--- src/rtl/fetch_queue_pkg.sv ---
// fetch_queue_pkg: shared constants and types for the fetch queue.
// Single home for the boot address and bubble encodings.
package fetch_queue_pkg;
    localparam logic [31:0] BOOT_ADDRESS = 32'h0000_0000;
    localparam logic [31:0] BUBBLE_PC    = 32'h0000_0000;
    localparam logic [31:0] BUBBLE_INSTR = 32'h0000_0000;
    typedef enum logic {S_IDLE, S_REQ} req_state_e;
endpackage

--- src/rtl/fq_fifo.sv ---
// fq_fifo: synchronous FIFO with flush; entries are {pc, instr}.
// Head data is visible combinationally; a push into a full FIFO is accepted only alongside a pop.
module fq_fifo #(
    parameter int DEPTH = 4,
    parameter int W     = 64
) (
    input  logic                       clk,
    input  logic                       rst,
    input  logic                       flush_i,
    input  logic                       push_i,
    input  logic                       pop_i,
    input  logic [W-1:0]               data_i,
    output logic [W-1:0]               data_o,
    output logic [$clog2(DEPTH+1)-1:0] count_o,
    output logic                       empty_o
);
    localparam int PW = $clog2(DEPTH);
    localparam int CW = $clog2(DEPTH+1);
    logic [W-1:0]  mem_q [DEPTH];
    logic [PW-1:0] head_q, tail_q;
    logic [CW-1:0] count_q;
    logic          do_push, do_pop;
    assign empty_o = count_q == '0;
    assign do_pop  = pop_i && !empty_o;
    assign do_push = push_i && (count_q < CW'(DEPTH) || do_pop);
    assign data_o  = mem_q[head_q];
    assign count_o = count_q;
    always_ff @(posedge clk) begin
        if (do_push && !rst && !flush_i)
            mem_q[tail_q] <= data_i;
    end
    always_ff @(posedge clk) begin
        if (rst || flush_i) begin
            head_q  <= '0;
            tail_q  <= '0;
            count_q <= '0;
        end else begin
            if (do_push) tail_q <= tail_q + PW'(1);
            if (do_pop)  head_q <= head_q + PW'(1);
            count_q <= count_q + CW'(do_push) - CW'(do_pop);
        end
    end
endmodule

--- src/rtl/fetch_queue.sv ---
// fetch_queue: instruction fetch unit with a single outstanding memory request,
// an instruction queue, and redirect/flush handling that discards in-flight data.
module fetch_queue
    import fetch_queue_pkg::*;
#(
    parameter int               XLEN      = 32,
    parameter int               DEPTH     = 4,
    parameter logic [XLEN-1:0]  BOOT_ADDR = XLEN'(BOOT_ADDRESS)
) (
    input  logic                       clk,
    input  logic                       rst,
    input  logic                       stall,
    input  logic                       b_taken,
    input  logic [XLEN-1:0]            b_pc,
    output logic                       imem_req,
    output logic [XLEN-1:0]            imem_addr,
    input  logic                       imem_ack,
    input  logic [31:0]                imem_instr,
    output logic                       if_id_valid,
    output logic [XLEN-1:0]            if_id_pc,
    output logic [31:0]                if_id_instr,
    output logic [$clog2(DEPTH+1)-1:0] fq_count
);
    localparam int CW = $clog2(DEPTH+1);
    localparam int W  = XLEN + 32;
    req_state_e      state_q, state_d;
    logic [XLEN-1:0] pc_q, pc_d, addr_q, addr_d, fetch_pc;
    logic [XLEN-1:0] idpc_q, idpc_d;
    logic [31:0]     idinstr_q, idinstr_d;
    logic            idv_q, idv_d, discard_q, discard_d;
    logic            pending, push, pop, issue, hold, empty;
    logic [CW-1:0]   count, count_nxt;
    logic [W-1:0]    head;
    fq_fifo #(.DEPTH(DEPTH), .W(W)) u_fifo (
        .clk     (clk),
        .rst     (rst),
        .flush_i (b_taken),
        .push_i  (push),
        .pop_i   (pop),
        .data_i  ({addr_q, imem_instr}),
        .data_o  (head),
        .count_o (count),
        .empty_o (empty)
    );
    always_comb begin
        pending   = state_q == S_REQ && !imem_ack;
        push      = state_q == S_REQ && imem_ack && !discard_q && !b_taken;
        pop       = !b_taken && !stall && !empty;
        count_nxt = b_taken ? '0 : count + CW'(push) - CW'(pop);
        // A new request may follow an ack on the same edge if the queue will still have room.
        issue     = !pending && count_nxt < CW'(DEPTH);
        fetch_pc  = b_taken ? b_pc : pc_q;
        state_d   = (pending || issue) ? S_REQ : S_IDLE;
        addr_d    = issue ? fetch_pc : addr_q;
        pc_d      = issue ? fetch_pc + XLEN'(4) : fetch_pc;
        discard_d = pending && (discard_q || b_taken);
        hold      = stall && !b_taken;
        idv_d     = hold ? idv_q : pop;
        idpc_d    = hold ? idpc_q : pop ? head[W-1:32] : XLEN'(BUBBLE_PC);
        idinstr_d = hold ? idinstr_q : pop ? head[31:0] : BUBBLE_INSTR;
    end
    always_ff @(posedge clk) begin
        if (rst) begin
            state_q   <= S_IDLE;
            pc_q      <= BOOT_ADDR;
            addr_q    <= '0;
            discard_q <= 1'b0;
            idv_q     <= 1'b0;
            idpc_q    <= '0;
            idinstr_q <= '0;
        end else begin
            state_q   <= state_d;
            pc_q      <= pc_d;
            addr_q    <= addr_d;
            discard_q <= discard_d;
            idv_q     <= idv_d;
            idpc_q    <= idpc_d;
            idinstr_q <= idinstr_d;
        end
    end
    assign imem_req    = state_q == S_REQ;
    assign imem_addr   = addr_q;
    assign if_id_valid = idv_q;
    assign if_id_pc    = idpc_q;
    assign if_id_instr = idinstr_q;
    assign fq_count    = count;
endmodule

--- config.mk ---
export PLATFORM = sky130hd
export DESIGN_NAME = fetch_queue
export DESIGN_NICKNAME = d
export VERILOG_FILES = /design/src/rtl/fetch_queue_pkg.sv /design/src/rtl/fq_fifo.sv /design/src/rtl/fetch_queue.sv
export SDC_FILE = /design/constraint.sdc
export NUM_CORES = 1
export LEC_CHECK = 0
export ABC_CLOCK_PERIOD_IN_PS = 4400
export CELL_PAD_IN_SITES_DETAIL_PLACEMENT = 0
export CELL_PAD_IN_SITES_GLOBAL_PLACEMENT = 1
export CORE_MARGIN = 2
export CORE_UTILIZATION = 32
export CTS_BUF_LIST = sky130_fd_sc_hd__clkbuf_8
export DETAILED_ROUTE_END_ITERATION = 10
export PLACE_DENSITY = 0.55
export REMOVE_ABC_BUFFERS = 1
export SYNTH_ARGS = -nofsm -noshare
export SYNTH_HDL_FRONTEND = slang
export SYNTH_SLANG_ARGS = --single-unit
export TNS_END_PERCENT = 50
--- constraint.sdc ---
create_clock -name clk -period 4.4 [get_ports clk]
set_input_delay 0.44 -clock clk [delete_from_list [all_inputs] [get_ports clk]]
set_output_delay 0.44 -clock clk [all_outputs]
set_load 0.01 [all_outputs]
==> results of run 1 <==
[through the flow]
step	util	TNS, ps	total power [uW]	instance area, sq um	worst slack (ps)
2_1_floorplan	-	-171990	4320	14900	-3100
3_3_place_gp	0.373	0	4590	17700	886
3_5_place_dp	0.373	0	4600	17700	840
4_1_cts	0.402	0	8000	19100	1240
5_1_grt	0.402	0	8180	19100	960
6_report	0.402	0	7850	19100	1240
[layout make-up]
| type | count | area share |
|---|---|---|
| Clock buffer | 80 | 0.0578 |
| Clock inverter | 53 | 0.0148 |
| Inverter | 11 | 0.00217 |
| Multi-Input combinational cell | 507 | 0.233 |
| Sequential cell | 396 | 0.551 |
| Tap cell | 615 | 0.0404 |
| Timing Repair Buffer | 189 | 0.101 |
[routing by layer]
| layer | GRT usage | vias up | part of all wire |
|---|---|---|---|
| li1 | - | 4242 | - |
| met1 | 0.200 | 4532 | 0.45 |
| met4 | 0.0563 | 0 | 0.023 |
| met5 | 0 | - | 0 |
| met2 | 0.258 | 216 | 0.49 |
| met3 | 0.0376 | 66 | 0.044 |
[synth_stat cells (12+ instances only)]
cell	number
nor4_1	12
mux2i_1	29
nor3_1	15
nor2b_1	18
edfxtp_1	256
mux4_2	64
mux2_2	15
nor2_1	133
clkbuf_1	38
buf_2	17
dfxtp_1	140
a22oi_1	64
a211oi_1	31
[cell families (layout without fill, tap and decap cells)]
kind of cell / after synthesis / count (layout) / share of synthesized area
and+or+nand+nor: 244 / 244 / 0.0819
adders and majority gates: 9 / 9 / 0.00787
DFF: 396 / 396 / 0.687
xor gates and xnor gates: 7 / 7 / 0.00402
buffers and inverters: 79 / 333 / 0.0236
AOI/OAI and AO/OA: 134 / 134 / 0.0671
muxes: 113 / 113 / 0.128
[sequential cells by signal, summed over array words and instances, names as in the netlist, named ones only]
name	count
if_id_pc	32
u_fifo.tail_q	2
u_fifo.mem_q	256
imem_addr	32
if_id_instr	32
discard_q	1
pc_q	32
if_id_valid	1
u_fifo.count_o	3
u_fifo.head_q	2
imem_req	1
[final timing paths]
check	cells past startpoint	end	startpoint
min	2	if_id_pc[8]	rst
max reg2reg	10	pc_q[24]	u_fifo.count_o[1]
max	10	pc_q[24]	u_fifo.count_o[1]
min reg2reg	2	if_id_valid	if_id_valid
[power by group through the flow]
stage               combinational (uW)  clock (uW)  sequential [uW]
finish                             424        3340             4090
global route                       461        3620             4090
CTS                                433        3480             4090
detailed placement                 431           0             4160
global placement                   429           0             4160
floorplan                          165           0             4160
==> reports/metrics.cfg, run 1 <==
[die]
die_h_um = 222
initial_utilization = 0.322
row_count = 80
coreArea_sq_um = 47400
dieArea_sq_um = 49500
ios = 170
die_w_um = 222

[critical_path]
slowest_stage = nand3_2
crit_chain = nor3_1 -> nor3_2 -> ha_1 -> inv_1 -> ha_1 -> and2b_1 -> a21boi_0 -> nand3_2 -> nor4_1 -> mux2_2
cpMostUsedCell = ha_1
cp_data_required_time_ps = 4930
worstPathArrival_ps = 3690
critPathMaxStageDelay_ps = 540
cp_num_buf_inv = 1
crit_path_max_fanout = 25
start_kind = register
r2r_slack_ps = 1240
path_class = register to register
end_kind = register
critical_path.top_delay_family = simple AND/OR/NAND/NOR gates

[synth]
synth_top_cell_area_share = 0.504
synthesis.area_sq_um = 15300
synth_ff_type = edfxtp_1
yosysWarnings = 0
synthArstFlopShare = 0
synth_edf_count = 256
ys_types = 66
seq_area_frac_synth = 0.687
synth.area.top_cells = edfxtp_1 50%, dfxtp_1 18%, mux4_2 9.4%, nor2_1 3.3%, a22oi_1 3.1%
ys_seq_elements = 396
syn_avg_cell_area_sq_um = 15.5
postSynthCellCount = 982
synth_area_leader_cell = edfxtp_1

[detailed_routing]
drt_first_pass_iters = 4
via_per_inst = 4.89
wl_um = 38600
drt_iter0_drc = 438
vias = 9056
wl_per_cell_um = 20.8
drc_errors = 0
ant_nets = 0

[cts]
clk_pin_slew_ps = 60
clock_latency_ps = 640
h-tree-depth = 3
post-cts-setup-buffers = 0
ctsRootBufferMaster = clkbuf_8
clockBufferDepth = 3
cts_num_sinks = 396
cts_tree = yes
cts_hold_buf = 0
post_cts_resize_count = 0
cts_buffers = 73

[power_and_ir_drop]
switchingPower_uw = 1840
p_sw_frac = 0.234
cell_internal_pwr_uw = 6010
pwr_density_cell_nw_per_um2 = 412
comb_power_share = 0.054
pwr-share-clk = 0.425
peakVddDrop_v = 0.000155
p_leak_uw = 0.00645
p_seq_frac = 0.521

[layout]
antenna_cells = 0
instances_no_fill = 1851
nets = 1256
layout_common_cells = 256 x edfxtp_1, 167 x clkdlybuf4s50_1, 138 x dfxtp_1, 133 x nor2_1, 80 x clkbuf_8
layout_commonest_cell = edfxtp_1
syn_to_final_growth_pct = 24.9
n_fill_cell = 4466
multiInputGateArea_sq_um = 4450
drive_above_1_share = 0.174
seq_area_sq_um = 10500

[placement]
place_inst = 1718
routabilityCongestion = 0.730
place_hpwl_um = 23200
io_buffers = 169

[outcome]
status = finished clean

[timing]
maxSlewViolCount = 0
clock_skew_ps = 17.9
max_freq_ghz = 0.316
max_slew.worst_pin.slew_ps = 1100
setup_viol = 0
finalHoldViolations = 0
period_minus_slack_ps = 3160
whs_ps = 142
fin_crit_sh = 0.718
rsz0062_at_grt = false
max_slew_margin = 0.265

[flow_run]
cap_violations = 0

[global_route]
grt_overflow = 0
grt_usage = 0.156
antenna_found_initial = 0
grt_pass1_wl_um = 57800
grt_pass1_vias = 9202
grt_max_degree = 68

[worst_hold_path]
hold_path.class = input pin to register

Note: power is estimated with default switching activity, not from simulation.
==> run 2: changes to the inputs <==
--- a/config.mk
+++ b/config.mk
@@ -5,7 +5,7 @@
 export SDC_FILE = /design/constraint.sdc
 export NUM_CORES = 1
 export LEC_CHECK = 0
-export ABC_CLOCK_PERIOD_IN_PS = 4400
+export ABC_CLOCK_PERIOD_IN_PS = 3000
 export CELL_PAD_IN_SITES_DETAIL_PLACEMENT = 0
 export CELL_PAD_IN_SITES_GLOBAL_PLACEMENT = 1
 export CORE_MARGIN = 2
==> constraint.sdc (replaced) <==
create_clock -name clk -period 3 [get_ports clk]
set_input_delay 0.3 -clock clk [delete_from_list [all_inputs] [get_ports clk]]
set_output_delay 0.3 -clock clk [all_outputs]
set_load 0.01 [all_outputs]
==> run 2 against run 1 <==
  * Via count grew 0.97%
  * Critical path depth increased by 1
  * Power rose by 47%
  * Count of clock-buffer cells in the layout rose by 6
  * First-iteration DRC count increased by 15%
  * Register-to-register slack got worse by 920 ps
  * Fmax is 18% higher
==> reports/metrics.cfg, run 2 (synthesis gave the netlist of run 1 again) <==
[timing]
fin_crit_sh = 0.893
tns_ps = 0
max_slew.worst_pin.slew_ps = 961
rsz0062_at_grt = false
worst_slack_ps = 322
finalHoldViolations = 0
maxSlewViolCount = 0
max_slew_margin = 0.359
period_minus_slack_ps = 2680
setup_viol = 0
max_freq_ghz = 0.373
clock_skew_ps = 18.2

[outcome]
status = finished clean

[die]
row_count = 80
coreArea_sq_um = 47400
die_h_um = 222
initial_utilization = 0.322
ios = 170
dieArea_sq_um = 49500
die_w_um = 222

[detailed_routing]
drc_errors = 0
vias = 9144
drt_first_pass_iters = 5
via_per_inst = 4.88
wl_per_cell_um = 20.4
ant_nets = 0
wl_um = 38100
drt_iter0_drc = 503

[critical_path]
worstPathArrival_ps = 3210
path_class = register to register
cpMostUsedCell = ha_1
crit_chain = nor3_1 -> nor3_2 -> ha_1 -> inv_1 -> ha_1 -> nor2b_1 -> a2111o_1 -> and3_2 -> buf_12 -> a31o_2 -> a21oi_1
cp_data_required_time_ps = 3530
crit_path_max_fanout = 36
start_kind = register
critPathMaxStageDelay_ps = 440
end_kind = register
slowest_stage = a2111o_1

[layout]
fin_area_sq_um = 19400
largest_reg_flops = 256
instances_no_fill = 1873
utilization = 0.408
layout_commonest_cell = edfxtp_1
syn_to_final_growth_pct = 26.9
nets = 1273
drive_above_1_share = 0.191
layout_common_cells = 256 x edfxtp_1, 167 x clkdlybuf4s50_1, 138 x dfxtp_1, 133 x nor2_1, 86 x clkbuf_8
top_register = u_fifo.mem_q
n_fill_cell = 4449

[cts]
post_cts_resize_count = 0
cts_buffers = 73
cts_num_sinks = 396
ctsRootBufferMaster = clkbuf_8
h-tree-depth = 3
clock_latency_ps = 620
cts_tree = yes
clockBufferDepth = 3
clk_pin_slew_ps = 60

[placement]
routabilityCongestion = 0.728
place_hpwl_um = 23200
place_area_sq_um = 17900
place_inst = 1734
io_buffers = 169
post-place-ws_ps = -6.57

[global_route]
grt_max_degree = 138
grt_pass1_vias = 9588
grt_overflow = 0
antenna_found_initial = 2
grt_usage = 0.155
grt_pass1_wl_um = 58400

[power_and_ir_drop]
pwr_density_cell_nw_per_um2 = 597
p_leak_uw = 0.00657
peakVddDrop_v = 0.000274

[worst_hold_path]
hold_path.class = input pin to register

[flow_run]
cap_violations = 0

run 2: cell count changes in the layout (fill, tap and decap cells not counted), moves of 5 or more:
cell      before  now
clkbuf_8      80   86
buf_4         14   19
buf_12         7   18
inv_1         44   36
clkinv_2       2    7
run 2: what timing repair did:
action | in CTS | in global routing
hold buffers | 1 | 0
buffers inserted | 0 | 0
endpoints found under the hold margin | 11 | 0
run 2: cell type report:
cell class,instances,area [sq um],area share
multi-input combinational,507,4450,0.230
tap,615,769,0.0397
inverter,11,41.3,0.00213
antenna,2,5.00,0.000258
clock inverter,50,225,0.0116
sequential,396,10500,0.542
clock buffer,86,1180,0.0611
timing repair buffer,206,2200,0.113
run 2: where the power goes:
group / total (uW) / switching [uW] / leakage [uW] / internal (uW)
registers: 5990 / 89.7 / 0.00349 / 5900
logic: 648 / 343 / 0.00226 / 305
clock network: 4920 / 2290 / 0.000824 / 2630
run 2: per-layer routing:
| layer | up-vias | GRT usage | part of all wire |
|---|---|---|---|
| met2 | 228 | 0.261 | 0.49 |
| met5 | - | 0 | 0 |
| met1 | 4581 | 0.200 | 0.45 |
| li1 | 4276 | - | - |
| met3 | 59 | 0.0364 | 0.044 |
| met4 | 0 | 0.0489 | 0.021 |
run 2: critical path: cells and delay by family (launching register included):
kind	cells	cell delay [ps]
DFF	1	400
buffers and inverters	2	260
AOI/OAI and AO/OA	3	780
adders and majority gates	2	450
and+or+nand+nor	4	710
run 2: through the flow:
step / total power (uW) / hold slack (ps)
4_1_cts: 11800 / 250
3_5_place_dp: 6770 / 479
5_1_grt: 12100 / 274
6_report: 11600 / 316
2_1_floorplan: 6340 / 369
3_3_place_gp: 6760 / 473
run 2: final timing paths:
kind	startpoint	to	slack [ps]	cells past startpoint
max	u_fifo.count_o[2]	pc_q[20]	320	11
min	imem_instr[3]	u_fifo.mem_q[0][3]	320	1
max reg2reg	u_fifo.count_o[2]	pc_q[20]	320	11
min reg2reg	pc_q[0]	pc_q[0]	490	2
